## config.mk

```make
export PLATFORM = sky130hd
export DESIGN_NAME = bf_sequencer
export DESIGN_NICKNAME = d
export VERILOG_FILES = /design/src/rtl/bf_pkg.sv /design/src/rtl/bf_ret_stack.sv /design/src/rtl/bf_sequencer.sv
export SDC_FILE = /design/constraint.sdc
export NUM_CORES = 1
export LEC_CHECK = 0
export CORE_MARGIN = 2
export CORE_UTILIZATION = 30
export CTS_CLUSTER_SIZE = 8
export DETAILED_ROUTE_END_ITERATION = 16
export GPL_ROUTABILITY_DRIVEN = 0
export GPL_TIMING_DRIVEN = 1
export MAX_ROUTING_LAYER = met4
export PLACE_DENSITY_LB_ADDON = 0.12
export RECOVER_POWER = 100
export SLEW_MARGIN = 40
export SYNTH_ARGS = -nofsm -noshare
export SYNTH_HDL_FRONTEND = slang
export SYNTH_SLANG_ARGS = --single-unit
```

## constraint.sdc

```tcl
create_clock -name clk -period 8.86 [get_ports clk]
set_input_delay 2.215 -clock clk [delete_from_list [all_inputs] [get_ports clk]]
set_output_delay 2.215 -clock clk [all_outputs]
set_load 0.02 [all_outputs]
```

## src/rtl/bf_pkg.sv

```systemverilog
// bf_pkg: shared definitions for the Brainfuck-style sequencer.
//   - opcode byte values decoded by the sequencer
//   - bf_state_e: sequencer FSM states
package bf_pkg;

    localparam logic [7:0] OP_PTR_INC  = 8'h3E;  // '>'
    localparam logic [7:0] OP_PTR_DEC  = 8'h3C;  // '<'
    localparam logic [7:0] OP_CELL_INC = 8'h2B;  // '+'
    localparam logic [7:0] OP_CELL_DEC = 8'h2D;  // '-'
    localparam logic [7:0] OP_OUT      = 8'h2E;  // '.'
    localparam logic [7:0] OP_IN       = 8'h2C;  // ','
    localparam logic [7:0] OP_LOOP     = 8'h5B;  // '['
    localparam logic [7:0] OP_END_LOOP = 8'h5D;  // ']'
    localparam logic [7:0] OP_END      = 8'h00;  // program end

    typedef enum logic [2:0] {
        FETCH,
        EXEC,
        SKIP_F,
        SKIP_E,
        WAIT_IN,
        WAIT_OUT,
        HALT
    } bf_state_e;

endpackage

```

## src/rtl/bf_ret_stack.sv

```systemverilog
// bf_ret_stack: synchronous LIFO of loop return addresses.
//   clk, rst   : clock, synchronous active-high reset (clears sp only)
//   push       : write push_data on top (ignored when full)
//   pop        : drop the top entry (ignored when empty)
//   push_data  : address to push
//   top        : entry at sp-1 (undefined when empty)
//   sp         : number of valid entries, 0..DEPTH
//   full/empty : sp == DEPTH / sp == 0
module bf_ret_stack #(
    parameter int DEPTH = 8,
    parameter int W     = 8,
    localparam int SP_W  = $clog2(DEPTH + 1),
    localparam int IDX_W = (DEPTH > 1) ? $clog2(DEPTH) : 1
) (
    input  logic            clk,
    input  logic            rst,
    input  logic            push,
    input  logic            pop,
    input  logic [W-1:0]    push_data,
    output logic [W-1:0]    top,
    output logic [SP_W-1:0] sp,
    output logic            full,
    output logic            empty
);

    logic [W-1:0]    mem [DEPTH];
    logic [SP_W-1:0] sp_m1;

    assign full  = (sp == SP_W'(DEPTH));
    assign empty = (sp == '0);
    assign sp_m1 = sp - SP_W'(1);
    assign top   = mem[sp_m1[IDX_W-1:0]];

    always_ff @(posedge clk) begin
        if (rst) begin
            sp <= '0;
        end else if (push && !full) begin
            sp <= sp + SP_W'(1);
        end else if (pop && !empty) begin
            sp <= sp_m1;
        end
    end

    // NOTE: storage has no reset; entries above sp are never read, so only sp needs clearing.
    always_ff @(posedge clk) begin
        if (push && !full) begin
            mem[sp[IDX_W-1:0]] <= push_data;
        end
    end

endmodule

```

## src/rtl/bf_sequencer.sv

```systemverilog
// bf_sequencer: fetches opcodes from a synchronous program ROM, issues
// one-cycle tape strobes, resolves loops via bf_ret_stack and moves bytes
// to/from the host over valid/ready handshakes.
//   clk, rst             : clock, synchronous active-high reset
//   prog_addr/prog_data  : ROM address (registered pc) / opcode one cycle later
//   cell_rdata           : current tape cell value
//   ptr_step/ptr_dir     : pointer move pulse, 0 = inc, 1 = dec
//   cell_step/cell_dir   : cell value step pulse, 0 = inc, 1 = dec
//   cell_we/cell_wdata   : cell write pulse and data (from host input)
//   in_data/in_valid/in_ready    : host input handshake
//   out_data/out_valid/out_ready : host output handshake
//   halted, fault        : sticky status
module bf_sequencer
    import bf_pkg::*;
#(
    parameter int PC_W        = 8,
    parameter int STACK_DEPTH = 8,
    parameter int NEST_W      = 8
) (
    input  logic            clk,
    input  logic            rst,
    output logic [PC_W-1:0] prog_addr,
    input  logic [7:0]      prog_data,
    input  logic [7:0]      cell_rdata,
    output logic            ptr_step,
    output logic            ptr_dir,
    output logic            cell_step,
    output logic            cell_dir,
    output logic            cell_we,
    output logic [7:0]      cell_wdata,
    input  logic [7:0]      in_data,
    input  logic            in_valid,
    output logic            in_ready,
    output logic [7:0]      out_data,
    output logic            out_valid,
    input  logic            out_ready,
    output logic            halted,
    output logic            fault
);

    localparam int SP_W = $clog2(STACK_DEPTH + 1);

    bf_state_e       state, state_n;
    logic [PC_W-1:0] pc, pc_n;
    logic [NEST_W-1:0] nest, nest_n;
    logic [7:0]      out_data_q, out_data_n;
    logic            halted_q, halted_n;
    logic            fault_q, fault_n;

    // Stack interface
    logic            push, pop;
    logic [PC_W-1:0] stk_top;
    logic [SP_W-1:0] stk_sp;
    logic            stk_full, stk_empty;

    // Sequencing helpers: adv requests pc+1 then adv_state; trap halts with fault.
    logic            adv;
    bf_state_e       adv_state;
    logic            trap;
    logic            cell_nz;

    bf_ret_stack #(
        .DEPTH (STACK_DEPTH),
        .W     (PC_W)
    ) u_stack (
        .clk       (clk),
        .rst       (rst),
        .push      (push),
        .pop       (pop),
        .push_data (pc),
        .top       (stk_top),
        .sp        (stk_sp),
        .full      (stk_full),
        .empty     (stk_empty)
    );

    assign cell_nz    = (cell_rdata != 8'd0);
    assign prog_addr  = pc;
    assign cell_wdata = in_data;
    assign out_data   = out_data_q;
    assign out_valid  = (state == WAIT_OUT);
    assign halted     = halted_q;
    assign fault      = fault_q;

    always_ff @(posedge clk) begin
        if (rst) begin
            state      <= FETCH;
            pc         <= '0;
            nest       <= '0;
            out_data_q <= 8'd0;
            halted_q   <= 1'b0;
            fault_q    <= 1'b0;
        end else begin
            state      <= state_n;
            pc         <= pc_n;
            nest       <= nest_n;
            out_data_q <= out_data_n;
            halted_q   <= halted_n;
            fault_q    <= fault_n;
        end
    end

    // NOTE: every output of this block gets a default first so no path infers a latch.
    always_comb begin
        state_n    = state;
        pc_n       = pc;
        nest_n     = nest;
        out_data_n = out_data_q;
        halted_n   = halted_q;
        fault_n    = fault_q;
        push       = 1'b0;
        pop        = 1'b0;
        ptr_step   = 1'b0;
        ptr_dir    = 1'b0;
        cell_step  = 1'b0;
        cell_dir   = 1'b0;
        cell_we    = 1'b0;
        in_ready   = 1'b0;
        adv        = 1'b0;
        adv_state  = FETCH;
        trap       = 1'b0;

        case (state)
            FETCH: state_n = EXEC;

            EXEC: begin
                case (prog_data)
                    OP_PTR_INC:  begin ptr_step = 1'b1; adv = 1'b1; end
                    OP_PTR_DEC:  begin ptr_step = 1'b1; ptr_dir = 1'b1; adv = 1'b1; end
                    OP_CELL_INC: begin cell_step = 1'b1; adv = 1'b1; end
                    OP_CELL_DEC: begin cell_step = 1'b1; cell_dir = 1'b1; adv = 1'b1; end
                    OP_OUT: begin
                        out_data_n = cell_rdata;
                        state_n    = WAIT_OUT;
                    end
                    OP_IN: state_n = WAIT_IN;
                    OP_LOOP: begin
                        if (cell_nz) begin
                            if (stk_full) begin
                                trap = 1'b1;
                            end else begin
                                push = 1'b1;
                                adv  = 1'b1;
                            end
                        end else begin
                            // Skip forward to the matching ']' with bracket depth 1.
                            nest_n    = NEST_W'(1);
                            adv       = 1'b1;
                            adv_state = SKIP_F;
                        end
                    end
                    OP_END_LOOP: begin
                        if (stk_empty) begin
                            trap = 1'b1;
                        end else if (cell_nz) begin
                            // Jump to the body start; the '[' entry stays on the stack.
                            if (&stk_top) begin
                                trap = 1'b1;
                            end else begin
                                pc_n    = stk_top + PC_W'(1);
                                state_n = FETCH;
                            end
                        end else begin
                            pop = 1'b1;
                            adv = 1'b1;
                        end
                    end
                    OP_END: begin
                        halted_n = 1'b1;
                        state_n  = HALT;
                    end
                    default: adv = 1'b1;
                endcase
            end

            SKIP_F: state_n = SKIP_E;

            SKIP_E: begin
                adv_state = SKIP_F;
                case (prog_data)
                    OP_LOOP: begin
                        if (&nest) begin
                            trap = 1'b1;
                        end else begin
                            nest_n = nest + NEST_W'(1);
                            adv    = 1'b1;
                        end
                    end
                    OP_END_LOOP: begin
                        nest_n = nest - NEST_W'(1);
                        adv    = 1'b1;
                        if (nest == NEST_W'(1)) begin
                            adv_state = FETCH;
                        end
                    end
                    OP_END:  trap = 1'b1;
                    default: adv = 1'b1;
                endcase
            end

            WAIT_OUT: begin
                if (out_ready) begin
                    adv = 1'b1;
                end
            end

            WAIT_IN: begin
                in_ready = 1'b1;
                if (in_valid) begin
                    cell_we = 1'b1;
                    adv     = 1'b1;
                end
            end

            HALT: state_n = HALT;

            default: state_n = HALT;
        endcase

        // A pc increment out of the all-ones address is a fault, not a wrap.
        if (adv) begin
            if (&pc) begin
                trap = 1'b1;
            end else begin
                pc_n    = pc + PC_W'(1);
                state_n = adv_state;
            end
        end

        if (trap) begin
            fault_n  = 1'b1;
            halted_n = 1'b1;
            state_n  = HALT;
        end
    end

endmodule

```

# Word-level counts from Yosys, hierarchy flattened
# Memory sizes are Yosys's and may differ from the RTL's.
# Index checks and enable logic that the tools add are counted.
# Widths: inputs -> output; s select.
# op_classes
reduce_logical,23
n_addsub,6
eq_ne,19
n_mux,68
# ops
op,count
$mux 8,10
$eq 8x6->1 const B,6
$mux 1,35
$pmux 8 s2,2
$add 8x1->8 const B,3
$pmux 3 s4,2
$reduce_and 8->1,3
$mux 3,6
$eq 8x7->1 const B,2
$eq 8x1->1 const B,1
$logic_not 8->1,1
$mux 2,4
$mux 4,2
$pmux 1 s2,4
$reduce_bool 2->1,4
$reduce_bool 8->1,1
$sub 8x1->8 const B,1
$eq 3x2->1 const B,2
$eq 3x3->1 const B,2
$reduce_or 2->1,3
$reduce_or 3->1,2
$reduce_and 5->1,1
$add 4x1->4 const B,1
$eq 4x4->1 const B,1
13 further kinds,17
# totals
reg_bits,33
n_memories,1
mem_bits_rw,64
# memory_table
memory,words,word_bits,read_ports,rd_clocked_by_memory_dff,wr,line,rtl
u_stack.mem,8,8,1,0,1,bf_ret_stack.sv:26,logic [W-1:0] mem [DEPTH];

# Longest topological paths before layout
# Gate-level depths: netlist (run 1).
# An unclocked memory read counts as a cell.
# logic_depth
depth_word,12
ltp_mapped,15
ltp_nobuf,10

# Cells and area by module
# From an unflattened synthesis (run 1), not the netlist that was laid out.
# unflattened
hier_cells,426
area_unflattened_um2,4999.8
# by_module_without_submodules
module,instances,area_each_um2,cells_each
bf_ret_stack,1,2842.7,150
bf_sequencer,1,2157.1,276

# Worst setup path after synthesis (run 1)
# OpenSTA, ideal clock, no wires.
# synth_timing
path_kind,input port to output port
from,input port prog_data[3]
to,output port ptr_dir
setup_slack_ps,3279
stages,5
arrival_ps,3366
path_buffers,0
cell_sequence,nand2_1 nor2_1 nand2_1 nor3_1 nor2b_1
# synth_via
elab_chain_len,3
# synth_rtl
item,line,rtl
from (decl),bf_sequencer.sv:23,"input logic [7:0] prog_data,"
$eq 8x6->1,bf_sequencer.sv:127,case (prog_data)
$mux 1,bf_sequencer.sv:127,
$mux 1,bf_sequencer.sv:123,case (state)
to (decl),bf_sequencer.sv:26,"output logic ptr_dir,"
# Every way passes these cells.

# Final worst setup path (run 1)
# Same ends and word-level chain as after synthesis.

==> out/results.ini, run 1 <==
[clock_tree]
cts-resized-gates=0
cts_buffer_depth=2
cts_setup_buffers=0
insertion_delay_ns=0.35
clk_pin_slew_ns=0.07
cts_max_level=3
clockRootBuffer=clkbuf_16
cts_tree=done
clock-sinks=97
cts_buffers=9
hold_buffers=0

[placed_design]
dp_hpwl_um=7946
numPortBuffers=44
dp_cells=644

[worst_setup_path]
cp_max_fo=7
slowest_delay_ns=0.71
worst-setup-path-type=in -> out
worst_path_dominant_cell_family=buffers and inverters
regToRegStartpoint=u_stack.sp[0]
crit_chain=dlygate4sd3_1 -> nand2_1 -> nor2_1 -> nand2_1 -> nor3_1 -> nor2b_1 -> clkdlybuf4s50_1
critPathLaunch=prog_data[3]
end_kind=output pin
r2r_cells=9
crit_cells=7
timing.rr.end=prog_addr[3]
crit_top_cell=nand2_1
cp.required_ns=6.65
critPathArrivalTime_ns=4.20
critPathLaunchType=primary input
reg2reg_setup_slack_ns=4.70
crit_buf_inv=2
slowest_stage=dlygate4sd3_1
critPathCapture=ptr_dir

[power_and_ir_drop]
worst_ir_drop_vdd_mv=0.07948
total_power_mw=0.8910
p_seq_frac=0.547
sw_frac_of_total=0.2247
power-per-cell-area_mw_per_mm2=158.3
clkPwrFrac=0.401
p_sw_mw=0.2002
p_int_mw=0.6908
p_leak_nw=1.939
combinationalPowerShare=0.052

[timing]
final.period_utilization=0.7245
setup_viol=0
rsz0062_at_grt=false
skew_ns=0.007698
slew_headroom=-0.5104
hold_viol_final=0
fin_crit_ns=6.419
setup_tns_ns=0
max_freq_mhz=155.8
tightest_slew_ns=2.236
maxSlewViolCount=50

[finish]
num_antenna_cells=0
drive_above_1_share=0.09459
fin_cells=660
final_util=0.3569
seq_area_mm2=0.002582
finalNetCount=474
multi_input_area_mm2=0.002004
fillers=1629
area_growth_syn_to_layout_pct=17.23

[flow_run]
maxCapViolCount=5

[global_route]
grt_pass1_wl_um=18370
grt_pass1_vias=3279
grt_remaining_overflow=0
antenna_found_initial=0
grt_max_degree=32
track_usage=0.1489

[status]
violations=capacitance limit, slew limit
status=complete, but fails checks

[worst_hold_path]
min_path_type=reg -> reg

[synth]
synth_top_area_share=0.4003
yosys-top-cells-count=64 x edfxtp_1, 46 x nor2_1, 33 x dfxtp_1
ys_seq_area_frac=0.5379
synth_cells=404
synth.distinct_cells=64
syn_avg_cell_area_um2=11.88
synth_area_leaders=edfxtp_1 40%, dfxtp_1 14%, mux4_2 6.6%
synthArstFlopShare=0
yosysWarnings=0
yosys.area.top_type=edfxtp_1
synth.most_common_cell=edfxtp_1
synth_seq_cells=97
synth-edff-count=64
synth_ff_type=edfxtp_1
syn_nets=439
synth_area_mm2=0.004801

[die]
start_util=0.3044
die_w_um=130.5
std_cell_rows=46
core_area_mm2=0.01577
die-area_mm2=0.01703
die-height_um=130.5
top_level_ports=61

[drt]
num_vias=3288
ant_nets=0
drt-pass1-iter-count=4
vias_per_cell=4.982
wl_per_cell_um=17.28
route.detailed.drc=0
drt_iter0_drc=130
wl_um=11410

[per-stage QoR]
step	instance area, um2	hold WS [ns]	setup slack (ns)
3_3_place_gp	5411	0.4394	2.526
6_report	5628	0.4550	2.441
2_1_floorplan	4801	0.4715	3.279
3_5_place_dp	5455	0.4484	2.513
4_1_cts	5725	0.4626	2.484
5_1_grt	5628	0.4892	2.268
[cell families after synthesis]
logic type / after synthesis / synth area share
simple gates: 157 / 0.1780
fa+ha+maj: 7 / 0.01824
flops: 97 / 0.5379
mux: 39 / 0.1194
xor+xnor: 13 / 0.02763
compound gates: 58 / 0.07845
buf+inv: 33 / 0.04039
[cells in the final DEF (no fill, tap or decap), drive strengths merged, types with 7 or more instances in the layout]
master         netlist  final
dfxtp               33     33
nor2                46     46
mux2i               22     22
nor3                18     18
a21oi               23     23
dlygate4sd3          0     26
ha                   7      7
inv                  8      9
edfxtp              64     64
nand2b               8      8
nor4                15     15
nand2               25     25
clkbuf               5     11
nand3                7      7
mux4                14     14
xnor2                7      7
clkdlybuf4s50        0     18
o21ai               12     12
[how the worst min path moves through the flow]
stage / from / end / cells after the start
final: fault / fault / 2
after global routing: fault / fault / 2
after CTS: fault / fault / 2
after detailed placement: fault / fault / 2
after global placement: fault / fault / 2
after floorplan: nest[7] / nest[7] / 2
[state kept, by name, indices dropped and copies added (netlist names)]
register     count
fault            1
halted           1
nest             8
out_data         8
prog_addr        8
state            3
u_stack.mem     64
u_stack.sp       4
[tightest hold or removal path: cells and delay by family (launching register included)]
family	cells	cell delay (ns)
buffers and inverters	1	0.05
AOI/OAI and AO/OA	1	0.05
DFF	1	0.31
[power groups by stage]
stage	clock network, mW	logic (mW)	registers (mW)
after floorplan	0	0.0311	0.498
after global placement	0	0.0471	0.498
after detailed placement	0	0.0490	0.498
after CTS	0.372	0.0491	0.488
after global routing	0.388	0.0510	0.489
final	0.357	0.0464	0.488
[layout make-up]
cell class / count / share of cell area
Multi-Input combinational cell: 274 / 0.3562
Clock inverter: 7 / 0.008004
Clock buffer: 9 / 0.04002
Inverter: 8 / 0.005336
Tap cell: 216 / 0.04802
Sequential cell: 97 / 0.4589
Timing Repair Buffer: 49 / 0.08359
[per-layer routing]
metal / global-route usage / part of all wire / vias up
met3: 0.03339 / 0.034 / 17
met5: - / 0 / -
met1: 0.1814 / 0.47 / 1606
met2: 0.2442 / 0.48 / 74
li1: - / - / 1591
met4: 0.05319 / 0.017 / 0
No activity file was read; power rests on OpenSTA's default activity.
==> run 2, diff against run 1 <==
==> constraint.sdc (replaced) <==
create_clock -name clk -period 5.4 [get_ports clk]
set_input_delay 1.35 -clock clk [delete_from_list [all_inputs] [get_ports clk]]
set_output_delay 1.35 -clock clk [all_outputs]
set_load 0.02 [all_outputs]
==> out/results.ini, run 2 (same netlist as run 1, synthesis figures left out) <==
[worst_setup_path]
r2r_cells=10
end_kind=output pin
regToRegStartpoint=u_stack.sp[0]
cp.required_ns=4.05
critPathLaunchType=primary input
worst-setup-path-type=in -> out
cp_max_fo=7
reg2reg_setup_slack_ns=1.98
timing.rr.end=prog_addr[2]
critPathArrivalTime_ns=3.39

[power_and_ir_drop]
combinationalPowerShare=0.050
power-per-cell-area_mw_per_mm2=267.4
clkPwrFrac=0.423
p_sw_mw=0.3342
sw_frac_of_total=0.2202
total_power_mw=1.518
worst_ir_drop_vdd_mv=0.1357
p_int_mw=1.184
p_seq_frac=0.527
p_leak_nw=1.967

[timing]
max_freq_mhz=211.2
fin_crit_ns=4.736
hold_viol_final=0
slew_headroom=0.3404
setup_tns_ns=0
maxSlewViolCount=0
setup_viol=0
fin_hold_ws_ns=0.4506
rsz0062_at_grt=false
skew_ns=0.009993
final.period_utilization=0.8770
tightest_slew_ns=0.9803

[drt]
vias_per_cell=4.999
drt_iter0_drc=153
ant_nets=0
wl_um=11530
route.detailed.drc=0
drt-pass1-iter-count=4
num_vias=3334
wl_per_cell_um=17.29

[clock_tree]
cts-resized-gates=0
cts_buffer_depth=2
clockRootBuffer=clkbuf_16
cts_setup_buffers=0
clk_pin_slew_ns=0.07
insertion_delay_ns=0.35
cts_max_level=3
cts_tree=done
clock-sinks=97
hold_buffers=0
cts_buffers=9

[finish]
multi_input_area_mm2=0.002004
finalNetCount=481
final_common_cell=edfxtp_1
largest_reg_flops=64
seq_area_mm2=0.002582
fillers=1614
design_area_mm2=0.005678
num_antenna_cells=0
area_growth_syn_to_layout_pct=18.27
final_cell_mix=64 x edfxtp_1, 46 x nor2_1, 33 x dfxtp_1
drive_above_1_share=0.09534
fin_cells=667

[placed_design]
dp_hpwl_um=8064
dp_cells=651
place_area_mm2=0.005453
numPortBuffers=44

[worst_hold_path]
hold_depth=2
hold_end=fault
min_from=fault
min_path_type=reg -> reg

[flow_run]
maxCapViolCount=0

[global_route]
track_usage=0.1489
grt_pass1_vias=3219
antenna_found_initial=0
grt_pass1_wl_um=18410
grt_remaining_overflow=0
grt_max_degree=32

[die]
top_level_ports=61
core_area_mm2=0.01577
die_w_um=130.5
die-area_mm2=0.01703
start_util=0.3044
std_cell_rows=46
die-height_um=130.5

[status]
status=finished, final reports clean

[run 2: cell count changes in the layout (fill, tap and decap cells not counted)]
cell / previous run / this run
clkinvlp_4: 1 / 0
clkinv_2: 0 / 1
dlygate4sd3_1: 26 / 27
clkbuf_1: 2 / 10
bufinv_16: 0 / 1
inv_6: 1 / 2
clkinv_1: 3 / 1
clkinv_4: 2 / 1
clkdlybuf4s50_1: 18 / 17
[run 2: per-stage QoR]
step | worst slack [ns] | util
finish | 0.6643 | 0.3600
global route | 0.4668 | 0.3600
CTS | 0.7726 | 0.3644
detailed placement | 0.7999 | 0.3458
global placement | 0.8113 | 0.3453
floorplan | 1.549 | -
[run 2: area by class of cell]
class,count,area share
clock buffers,10,0.04033
well taps,216,0.04760
clock inverters,6,0.01146
multi-input cells,274,0.3530
inverters,8,0.005289
repair buffers,56,0.08748
flip-flops and latches,97,0.4548
[run 2: critical path, stage by stage]
cell and delay [ns]:
dlygate4sd3_1 0.69, nand2_1 0.09, nor2_1 0.18, nand2_1 0.07, nor3_1 0.17, nor2b_1 0.15
dlygate4sd3_1 0.68
[run 2: power by group through the flow]
stage	Sequential (mW)	Clock, mW	Combinational, mW
5_1_grt	0.801	0.693	0.0828
3_5_place_dp	0.817	0	0.0797
4_1_cts	0.800	0.665	0.0798
2_1_floorplan	0.816	0	0.0509
6_report	0.800	0.642	0.0757
3_3_place_gp	0.817	0	0.0796
[run 2: worst max path at each step]
| stage | start | to | slack, ns | cells after the start |
|---|---|---|---|---|
| 6_report | prog_data[3] | ptr_dir | 0.66 | 7 |
| 5_1_grt | prog_data[3] | ptr_dir | 0.47 | 7 |
| 4_1_cts | prog_data[2] | ptr_dir | 0.77 | 7 |
| 3_5_place_dp | prog_data[2] | ptr_dir | 0.80 | 7 |
| 3_3_place_gp | prog_data[3] | ptr_dir | 0.81 | 7 |
| 2_1_floorplan | prog_data[3] | ptr_dir | 1.55 | 5 |
[run 2: per-layer routing]
metal / routed length (um) / vias up / GRT usage
li1: - / 1613 / -
met1: 5191 / 1628 / 0.1871
met2: 5600 / 78 / 0.2384
met3: 555 / 15 / 0.03990
met4: 182 / 0 / 0.04130
met5: 0 / - / -
==> run 3, diff against run 2 <==
--- a/config.mk
+++ b/config.mk
@@ -5,8 +5,9 @@
 export SDC_FILE = /design/constraint.sdc
 export NUM_CORES = 1
 export LEC_CHECK = 0
+export CAP_MARGIN = 10
 export CORE_MARGIN = 2
-export CORE_UTILIZATION = 30
+export CORE_UTILIZATION = 50
 export CTS_CLUSTER_SIZE = 8
 export DETAILED_ROUTE_END_ITERATION = 16
 export GPL_ROUTABILITY_DRIVEN = 0
==> out/results.ini, run 3 (same netlist as run 1, synthesis figures left out) <==
[status]
status=finished, final reports clean

[finish]
num_antenna_cells=0
seq_area_mm2=0.002582
final_common_cell=edfxtp_1
finalNetCount=483
final_util=0.5885
multi_input_area_mm2=0.001998
fillers=797
drive_above_1_share=0.09713
largest_reg_flops=64
final_cell_mix=64 x edfxtp_1, 46 x nor2_1, 33 x dfxtp_1
area_growth_syn_to_layout_pct=13.81

[timing]
hold_viol_final=0
maxSlewViolCount=0
max_freq_mhz=212.0
skew_ns=0.01725
slew_headroom=0.3810
tightest_slew_ns=0.9201
fin_crit_ns=4.718
final.period_utilization=0.8736
setup_tns_ns=0
rsz0062_at_grt=false
setup_viol=0

[clock_tree]
clk_pin_slew_ns=0.10
cts_max_level=3
insertion_delay_ns=0.38
hold_buffers=0
cts_tree=done
cts-resized-gates=0
cts_buffer_depth=2
clock-sinks=97
cts_setup_buffers=0
cts_buffers=9
clockRootBuffer=clkbuf_8

[global_route]
grt_pass1_wl_um=16620
grt_max_degree=20
grt_remaining_overflow=0
grt_pass1_vias=3211
track_usage=0.2198
antenna_found_initial=0

[die]
top_level_ports=61
core_area_mm2=0.009284
std_cell_rows=35
start_util=0.5171
die_w_um=102.0
die-height_um=102.0
die-area_mm2=0.01040

[drt]
route.detailed.drc=0
drt_iter0_drc=211
vias_per_cell=5.771
wl_per_cell_um=18.05
wl_um=10510
ant_nets=0
num_vias=3359
drt-pass1-iter-count=5

[worst_setup_path]
worst-setup-path-type=in -> out
end_kind=output pin
critPathLaunchType=primary input
slowest_delay_ns=0.69
cp_max_fo=7
critPathArrivalTime_ns=3.37
slowest_stage=dlygate4sd3_1
crit_chain=dlygate4sd3_1 -> nand2_1 -> nor2_1 -> nand2_1 -> nor3_1 -> nor2b_1 -> dlygate4sd3_1
cp.required_ns=4.05

[worst_hold_path]
min_path_type=reg -> reg

[placed_design]
dp_hpwl_um=7464
numPortBuffers=44

[power_and_ir_drop]
p_leak_nw=1.917
power-per-cell-area_mw_per_mm2=243.2
worst_ir_drop_vdd_mv=0.1328
total_power_mw=1.329

[flow_run]
maxCapViolCount=0

run 3: cell types whose count changed in the layout (fill, tap and decap cells not counted), sizes merged:
cell	before	now
buf	3	4
clkinvlp	0	1
clkinv	3	1
bufinv	1	0
clkbuf	19	20
inv	10	12
run 3: layout make-up:
type                            instances  share of cell area
Clock buffer                           10             0.02336
Clock inverter                          6             0.01030
Inverter                                8            0.005496
Multi-Input combinational cell        274              0.3657
Sequential cell                        97              0.4726
Tap cell                              129             0.02954
Timing Repair Buffer                   58             0.09297
run 3: through the flow:
step / hold slack, ns / cell area (um2) / setup slack, ns / cells
floorplan: 0.4715 / 4801 / 1.549 / 404
global placement: 0.4352 / 5344 / 0.8225 / 566
detailed placement: 0.4460 / 5344 / 0.8173 / 566
CTS: 0.4653 / 5528 / 0.7911 / 582
global route: 0.4837 / 5464 / 0.5061 / 582
finish: 0.4529 / 5464 / 0.6824 / 582
run 3: final timing paths:
| path | to | depth (start not counted) | slack (ns) | start |
|---|---|---|---|---|
| worst min-delay path | fault | 2 | 0.45 | fault |
| worst max-delay path | ptr_dir | 7 | 0.68 | prog_data[3] |
| worst min register to register | fault | 2 | 0.45 | fault |
| worst max register to register | prog_addr[7] | 10 | 1.85 | u_stack.sp[1] |
run 3: routing by layer:
metal	share of wire	wire, um	vias up	track usage
met1	0.46	4846	1635	0.2941
met2	0.48	5000	98	0.3462
met4	0.012	122	0	0.05128
met5	0	0	-	-
met3	0.051	539	11	0.04788
li1	-	-	1615	-
run 3: worst max-delay path: cells and delay by family:
kind / cells / cell delay, ns
buffers and inverters: 2 / 1.37
AND/OR/NAND/NOR: 5 / 0.64
run 3: report_power, final:
part	switching (mW)	internal (mW)	leakage [nW]	total, mW
clock network	0.276	0.178	0.0913	0.455
logic	0.0428	0.0320	0.923	0.0748
registers	0.00915	0.790	0.902	0.799
